===== src/rtl/edge_pkg.sv =====
// rtl/edge_pkg.sv - shared scheduler state encoding and anchor width for the edge-detect chain
package edge_pkg;

    localparam int ANCHOR_W = 32;

    typedef enum logic [2:0] {
        S_IDLE,
        S_MOVE,
        S_SETTLE,
        S_WAIT,
        S_DRAIN_MOVE,
        S_DRAIN_SETTLE,
        S_DRAIN_WAIT,
        S_DONE
    } sched_state_t;

endpackage


===== src/rtl/flex_counter.sv =====
// rtl/flex_counter.sv - clearable up-counter with enable
module flex_counter #(
    parameter int NUM_CNT_BITS = 4
) (
    input  logic                    clk,
    input  logic                    n_rst,
    input  logic                    clear,
    input  logic                    count_enable,
    output logic [NUM_CNT_BITS-1:0] count_out
);

    logic [NUM_CNT_BITS-1:0] count_q;
    logic [NUM_CNT_BITS-1:0] count_d;

    // clear dominates so a fresh frame always starts the count from zero
    always_comb begin
        count_d = count_q;
        if (clear) begin
            count_d = '0;
        end else if (count_enable) begin
            count_d = count_q + 1'b1;
        end
    end

    // count register
    always_ff @(posedge clk or negedge n_rst) begin
        if (!n_rst) begin
            count_q <= '0;
        end else begin
            count_q <= count_d;
        end
    end

    assign count_out = count_q;

endmodule


===== src/rtl/anchor_scheduler.sv =====
// rtl/anchor_scheduler.sv - raster anchor sequencer with end-of-frame pipeline drain
module anchor_scheduler
    import edge_pkg::*;
#(
    parameter int IMG_WIDTH  = 640,
    parameter int IMG_HEIGHT = 480,
    parameter int WIN_STEP   = 10,
    parameter int NUM_STAGES = 4
) (
    input  logic                  clk,
    input  logic                  n_rst,
    input  logic                  start,
    input  logic [NUM_STAGES-1:0] stage_final,
    output logic                  anchor_moving,
    output logic [ANCHOR_W-1:0]   anchor_x,
    output logic [ANCHOR_W-1:0]   anchor_y,
    output logic                  flush,
    output logic                  busy,
    output logic                  frame_done
);

    localparam int CNT_W = $clog2(NUM_STAGES) + 1;
    localparam logic [ANCHOR_W-1:0] X_LAST = ANCHOR_W'(IMG_WIDTH - WIN_STEP);
    localparam logic [ANCHOR_W-1:0] Y_LAST = ANCHOR_W'(IMG_HEIGHT - 1);
    localparam logic [ANCHOR_W-1:0] X_STEP = ANCHOR_W'(WIN_STEP);
    localparam logic [ANCHOR_W-1:0] X_LIM  = ANCHOR_W'(IMG_WIDTH);
    // the count is sampled before its increment, so the last drain wait sees NUM_STAGES-2
    localparam logic [CNT_W-1:0]    DRAIN_LAST = CNT_W'(NUM_STAGES - 2);

    sched_state_t          state_q, state_d;
    logic [ANCHOR_W-1:0]   anchor_x_q, anchor_x_d;
    logic [ANCHOR_W-1:0]   anchor_y_q, anchor_y_d;
    logic                  frame_done_q, frame_done_d;
    logic [CNT_W-1:0]      drain_cnt;
    logic                  all_final;
    logic                  last_anchor;
    logic                  drain_last;
    logic [ANCHOR_W-1:0]   x_plus;

    assign all_final   = &stage_final;
    assign last_anchor = (anchor_x_q == X_LAST) && (anchor_y_q == Y_LAST);
    assign drain_last  = (drain_cnt == DRAIN_LAST);
    assign x_plus      = anchor_x_q + X_STEP;

    flex_counter #(
        .NUM_CNT_BITS (CNT_W)
    ) u_drain_cnt (
        .clk          (clk),
        .n_rst        (n_rst),
        .clear        (state_q == S_IDLE),
        .count_enable ((state_q == S_DRAIN_WAIT) && all_final),
        .count_out    (drain_cnt)
    );

    // next state and anchor; the anchor changes only on entry to MOVE so it is stable for the whole window
    always_comb begin
        state_d    = state_q;
        anchor_x_d = anchor_x_q;
        anchor_y_d = anchor_y_q;
        case (state_q)
            S_IDLE: begin
                if (start) begin
                    state_d    = S_MOVE;
                    anchor_x_d = '0;
                    anchor_y_d = '0;
                end
            end
            S_MOVE:   state_d = S_SETTLE;
            S_SETTLE: state_d = S_WAIT;
            S_WAIT: begin
                if (all_final) begin
                    if (last_anchor) begin
                        state_d = S_DRAIN_MOVE;
                    end else begin
                        state_d = S_MOVE;
                        if (x_plus < X_LIM) begin
                            anchor_x_d = x_plus;
                        end else begin
                            anchor_x_d = '0;
                            anchor_y_d = anchor_y_q + 1'b1;
                        end
                    end
                end
            end
            S_DRAIN_MOVE:   state_d = S_DRAIN_SETTLE;
            S_DRAIN_SETTLE: state_d = S_DRAIN_WAIT;
            S_DRAIN_WAIT: begin
                if (all_final) begin
                    state_d = drain_last ? S_DONE : S_DRAIN_MOVE;
                end
            end
            S_DONE:   state_d = S_IDLE;
            default:  state_d = S_IDLE;
        endcase
        frame_done_d = (state_d == S_DONE);
    end

    // state, anchor and done-pulse registers
    always_ff @(posedge clk or negedge n_rst) begin
        if (!n_rst) begin
            state_q      <= S_IDLE;
            anchor_x_q   <= '0;
            anchor_y_q   <= '0;
            frame_done_q <= 1'b0;
        end else begin
            state_q      <= state_d;
            anchor_x_q   <= anchor_x_d;
            anchor_y_q   <= anchor_y_d;
            frame_done_q <= frame_done_d;
        end
    end

    assign anchor_moving = (state_q == S_MOVE) || (state_q == S_DRAIN_MOVE);
    assign flush         = (state_q == S_DRAIN_MOVE) || (state_q == S_DRAIN_SETTLE) ||
                           (state_q == S_DRAIN_WAIT);
    assign busy          = (state_q != S_IDLE) && (state_q != S_DONE);
    assign frame_done    = frame_done_q;
    assign anchor_x      = anchor_x_q;
    assign anchor_y      = anchor_y_q;

endmodule


===== config.mk =====
export PLATFORM = sky130hd
export DESIGN_NAME = anchor_scheduler
export DESIGN_NICKNAME = d
export VERILOG_FILES = /design/src/rtl/edge_pkg.sv /design/src/rtl/flex_counter.sv /design/src/rtl/anchor_scheduler.sv
export SDC_FILE = /design/constraint.sdc
export NUM_CORES = 1
export LEC_CHECK = 0
export ABC_AREA = 1
export CAP_MARGIN = 5
export CORE_MARGIN = 2
export CORE_UTILIZATION = 55
export DETAILED_ROUTE_END_ITERATION = 12
export HOLD_SLACK_MARGIN = 0.15
export PLACE_DENSITY = 0.83
export SLEW_MARGIN = 5
export SYNTH_ARGS = -nofsm -noshare
export SYNTH_HDL_FRONTEND = slang
export SYNTH_SLANG_ARGS = --single-unit

===== constraint.sdc =====
create_clock -name clk -period 4.26 [get_ports clk]
set_input_delay 0.426 -clock clk [delete_from_list [all_inputs] [get_ports clk]]
set_output_delay 0.426 -clock clk [all_outputs]
set_load 0.1 [all_outputs]

# Word-level counts from Yosys, hierarchy flattened
# Index checks and enable logic that the tools add are counted.
dict set report word_totals {
  register_bits 71
  in_bits 7
  out_inout_bits 68
  elab_cells 55
}
dict set report op_classes {
  add_sub_neg 3
  order_cmp 1
  n_eq_ne 16
  mux 17
  n_reduce_logical 13
}
# op count
set op_table {}
lappend op_table {{2-to-1 mux 32 bit} 7}
lappend op_table {{case mux 32 bit (2 select lines)} 2}
lappend op_table {{adder 32 x 1 -> 32 bit, second input constant} 1}
lappend op_table {{adder 32 x 4 -> 32 bit, second input constant} 1}
lappend op_table {{equality test 32 x 10 -> 1 bit, second input constant} 1}
lappend op_table {{equality test 32 x 9 -> 1 bit, second input constant} 1}
lappend op_table {{less-than comparator 32 x 10 -> 1 bit, second input constant} 1}
lappend op_table {{case mux 3 bit (8 select lines)} 1}
lappend op_table {{2-to-1 mux 3 bit} 6}
lappend op_table {{equality test 3 bit, second input constant} 5}
lappend op_table {{equality test 3 x 2 -> 1 bit, second input constant} 3}
lappend op_table {{!= test 2 bit, second input constant} 4}
lappend op_table {{AND reduction 4 bit} 2}
lappend op_table {{AND reduction 5 bit} 1}
lappend op_table {{nonzero test 2 bit} 2}
lappend op_table {{adder 3 x 1 -> 3 bit, second input constant} 1}
lappend op_table {{equality test 3 x 1 -> 1 bit, second input constant} 1}
lappend op_table {{logical AND 1 bit} 3}
lappend op_table {{logical NOT 3 bit} 1}
lappend op_table {{logical OR 1 bit} 3}
lappend op_table {{!= test 3 bit, second input constant} 1}
lappend op_table {{nonzero test 3 bit} 1}
lappend op_table {{2-to-1 mux 2 bit} 1}

# Depth between registers and ports, before layout
dict set report depth {
  depth_word 6
  depth_mapped 17
  ltp_nobuf 16
}

# Modules after synthesis
# A second synthesis with hierarchy kept.
dict set report unflattened {
  hier_cells 749
  hier_area_um2 4828.4
}
# mod n_inst cells_per_inst area_each_um2 seq_area_each_um2
set modules_own_cells {}
lappend modules_own_cells {anchor_scheduler 1 732 4685.7 1676.6}
lappend modules_own_cells {flex_counter 1 17 142.6 75.1}

# Worst setup path after synthesis
# Ideal clock, no wire load.
dict set report synth_timing {
  path_kind {register to output}
  startpoint {reg state_q[2]}
  endpoint {out busy}
  t_arrival_ns 3.238
  t_required_ns 3.834
  slack_ns 0.596
  stages_incl_launch_ff 5
  path_buffers 0
  path_cell_list {dfrtp_1 -> inv_1 -> a21oi_1 -> inv_1 -> o21ai_0}
}
dict set report synth_via {
  elab_chain_cells 2
  word_cells_on_any_way 3
  classes_between {1 x eq/ne; 2 x reduce/logical}
}
# item line
set synth_lines {}
lappend synth_lines {{start: declaration} anchor_scheduler.sv:30} ;# sched_state_t state_q, state_d;
lappend synth_lines {{start signal: assignment} anchor_scheduler.sv:106} ;# state_q <= state_d;
lappend synth_lines {{!= test 3 bit / nonzero test 3 bit (equally long branches)} anchor_scheduler.sv:116} ;# assign busy = (state_q != S_IDLE) && (state_q != S_DONE);
lappend synth_lines {{logical AND 1 bit (*)} anchor_scheduler.sv:116}
lappend synth_lines {{end: declaration} anchor_scheduler.sv:18} ;# output logic busy,
# Mark *: on every way between the ends. The rest lies on a longest branch, timed or not.

# Worst setup path in the final report
dict set report layout_timing {
  startpoint {reg anchor_x_q[1] (netlist: anchor_x[1])}
  endpoint {reg anchor_y_q[3] (netlist: anchor_y[3])}
}
dict set report layout_via {
  elab_chain_cells 4
  word_cells_on_any_way 7
  classes_between {1 x add/sub; 1 x order compare; 3 x eq/ne; 2 x reduce/logical}
}
# item line
set layout_lines {}
lappend layout_lines {{start: declaration} anchor_scheduler.sv:31} ;# logic [ANCHOR_W-1:0] anchor_x_q, anchor_x_d;
lappend layout_lines {{start signal: assignment} anchor_scheduler.sv:107} ;# anchor_x_q <= anchor_x_d;
lappend layout_lines {{adder 32 x 4 -> 32 bit / equality test 32 x 10 -> 1 bit (equally long branches)} {anchor_scheduler.sv:43, anchor_scheduler.sv:41}}
lappend layout_lines {{less-than comparator 32 x 10 -> 1 bit / logical AND 1 bit (equally long branches)} {anchor_scheduler.sv:76, anchor_scheduler.sv:41}}
lappend layout_lines {{!= test 2 bit (no source line)} --}
lappend layout_lines {{AND reduction 5 bit (no source line) (*)} --}
lappend layout_lines {{end signal: assignment} anchor_scheduler.sv:108} ;# anchor_y_q <= anchor_y_d;
lappend layout_lines {{end: declaration} anchor_scheduler.sv:32} ;# logic [ANCHOR_W-1:0] anchor_y_q, anchor_y_d;
# Marks and branches as above.
# A chain may end at the register's enable or synchronous reset.

==> results.md <==
* EDFF count, synth at 0
* CTS sink count at 70
* Peak VDD IR at 0.000262 V
* PostCTS Resize Cnt at 0
* Asr flop ratio synth at 100%
* Fin cells at 939
* Initial Util at 56.3%
* Die area at 9650 sq um
* Longest Clk Path Bufs at 2
* Seq/Total Area, Yosys at 35.9%
* CP Class: register to register
* Global route overflow at 0
* Minimum clock period at 3120 ps
* Cts hold-fix bufs at 1
* Worst hold path type: register to register
* RSZ-0062 raised after global routing: false
* Die span in y at 98.2 um
* ANT cells at 0
* Nets at 837
* Min-Delay Startpoint: u_drain_cnt.count_out[1]$_DFFE_PN0P_
* First-pass GRT wire length at 24200 um
* 1st-pass router iterations at 6
* Post-route cell area at 5850 sq um
* Netlist cell types at 34
* Clk slew on worst S/H paths at 90 ps
* Chip width at 98.2 um
* Pwr dens at 401 nW/um^2
* PortBufs at 73
* FILL cells at 784
* Internal at 1.13 mW
* Primary FF master, synth: dfrtp_1
* Max_cap viols at 0
* Vias after detailed routing at 5247
* Drt wl/cell at 15.4 um
* Root buffer cell: clkbuf_8
* Pin count of the biggest net entering global routing at 47
* CP Capture Type: register
* Final WS setup at 1140 ps
* Final GP Congestion at 0.980
* Leading cell type in the layout, fill and taps excluded: nand2_1
* Logic pwr share at 46.2%
* GRT Util Overall at 31.0%
* R2R Setup Slk at 1140 ps
* Clock network fraction of total power at 22.0%
* Synthesized area per cell at 6.43 sq um
* Reg2reg path depth at 15
* H-Tree Depth at 3
* Layout cell share with drive strength beyond 1 at 5.17%
* Pre-CTS setup slack at 1210 ps
* F_max at 320 MHz
* Starting DRC count in detailed routing at 403
* Fin Hold WS at 531 ps
* Core ar. at 8680 sq um
* Hold path depth at 2
* Clk Latency, worst-skew pair at 370 ps
* Pwr Total at 2.34 mW
* Outcome: completed
* FF-to-FF Start: anchor_x[1]$_DFFE_PN0P_
* Number of global-route vias before repair at 4985
* Mapped Area at 4880 sq um
* Flop pwr share at 31.7%
* DRC at 0
* Final core utilization at 67.4%
* Row cnt at 34
* Drt total wl at 14500 um
* Max-slew headroom at 33.1%
* Yosys reg bits at 70
* Hold Path End: u_drain_cnt.count_out[1]$_DFFE_PN0P_
* Total CTS buffers at 9
* Leak at 2.52 nW
* Post-Syn Instances at 759
* Crit path launch type: register
* WP data required at 4560 ps
* Worst r2r dst: anchor_y[3]$_DFFE_PN0P_
* Final hold vios at 0
* I/O pin total at 75
* Most frequent cells in the layout: nand2_1 (236), nor2_1 (127), inv_1 (84)
* DP Area at 5660 sq um
* Placed Cells at 922
* DP HPWL at 10700 um
* Switch share at 51.8%
* Vias per std cell at 5.59
* Period Utilization, post-route at 73.3%
* # setup viols final at 0
* Skew final at 13.9 ps
* Crit path arrival time at 3420 ps
* Psw at 1.21 mW
* CTS tree: built
* Crit path max fanout at 42
* Antenna violations before repair at 0
* Setup bufs post-CTS at 0
* Total number of yosys warnings at 0
* Layout area overhead at 19.7%
* Slew @ Worst Pin at 1000 ps
* ANT nets after route at 0
* Setup TNS at 0 ps
* Syn nets at 770
* Max-slew violations at 0
==> power groups by stage <==
stage	sequential (mW)	clock [mW]	combinational, mW
6_report	0.743	0.517	1.08
5_1_grt	0.748	0.556	1.16
4_1_cts	0.742	0.521	1.08
3_5_place_dp	0.756	0	1.08
3_3_place_gp	0.753	0	1.05
2_1_floorplan	0.907	0	0.695
==> final cells by class <==
class / instances / area, sq um / area share [%]
multi-input cells: 577 / 2680 / 45.8
flip-flops and latches: 70 / 1750 / 30.0
repair buffers: 79 / 773 / 13.2
inverters: 89 / 334 / 5.71
well taps: 108 / 135 / 2.31
clock buffers: 10 / 128 / 2.18
clock inverters: 6 / 45.0 / 0.770
==> critical path, cell delays in order, from the launching register on <==
cell	delay, ps
dfrtp_1	430
ha_1	220
nor2_1	80
nor2_4	230
nand2_1	180
nor2_2	200
nand2_1	80
nand2_1	70
nand3_1	80
nor2_1	100
nand2_1	50
nor2_1	120
nand2_2	490
nand2_4	530
nand2_1	100
nand2_1	80
==> worst max-delay path by stage <==
stage,slack [ps],to,cells past startpoint,startpoint
5_1_grt,860,anchor_y[27]$_DFFE_PN0P_,15,anchor_x[1]$_DFFE_PN0P_
3_5_place_dp,1210,anchor_y[2]$_DFFE_PN0P_,15,anchor_x[1]$_DFFE_PN0P_
4_1_cts,1190,anchor_y[2]$_DFFE_PN0P_,15,anchor_x[1]$_DFFE_PN0P_
3_3_place_gp,1270,anchor_y[17]$_DFFE_PN0P_,15,anchor_x[1]$_DFFE_PN0P_
6_report,1140,anchor_y[3]$_DFFE_PN0P_,15,anchor_x[1]$_DFFE_PN0P_
2_1_floorplan,600,busy,4,state_q[2]$_DFF_PN0_
==> per-layer routing <==
layer	global-route usage [%]	share of wire, %	routed length (um)
met5	0	0	0
met4	12.6	3.2	464
met3	4.22	6.6	952
met2	51.4	48	6920
met1	41.1	43	6170
==> flip-flops by register name, indices dropped and copies added (netlist names) <==
name                   cells
frame_done                 1
anchor_y                  32
u_drain_cnt.count_out      3
anchor_x                  31
state_q                    3
==> kinds of logic (layout without fill, tap and decap cells) <==
group           Yosys count  after routing  synth area share (%)
compound gates           27             27                  2.92
xor+xnor                 29             29                  5.20
fa+ha+maj                 4              4                  1.02
buf+inv                 112            184                  9.25
flops                    70             70                  35.9
other cells               1              1                0.0768
simple gates            516            516                  45.7
==> cells in the mapped netlist (6+ instances only) <==
| library cell | count | area share (%) |
|---|---|---|
| nor4_1 | 11 | 1.4 |
| dfrtp_1 | 70 | 36 |
| a21oi_1 | 6 | 0.61 |
| clkbuf_1 | 9 | 0.69 |
| buf_1 | 6 | 0.46 |
| nand2_1 | 236 | 18 |
| nor2_1 | 127 | 9.8 |
| nor2_2 | 6 | 0.77 |
| nor3_1 | 24 | 2.5 |
| nand3_1 | 72 | 7.4 |
| xor2_1 | 25 | 4.5 |
| inv_1 | 84 | 6.5 |
| nand4_1 | 26 | 3.3 |
| o21ai_0 | 15 | 1.5 |
(Power assumes the default switching activity.)
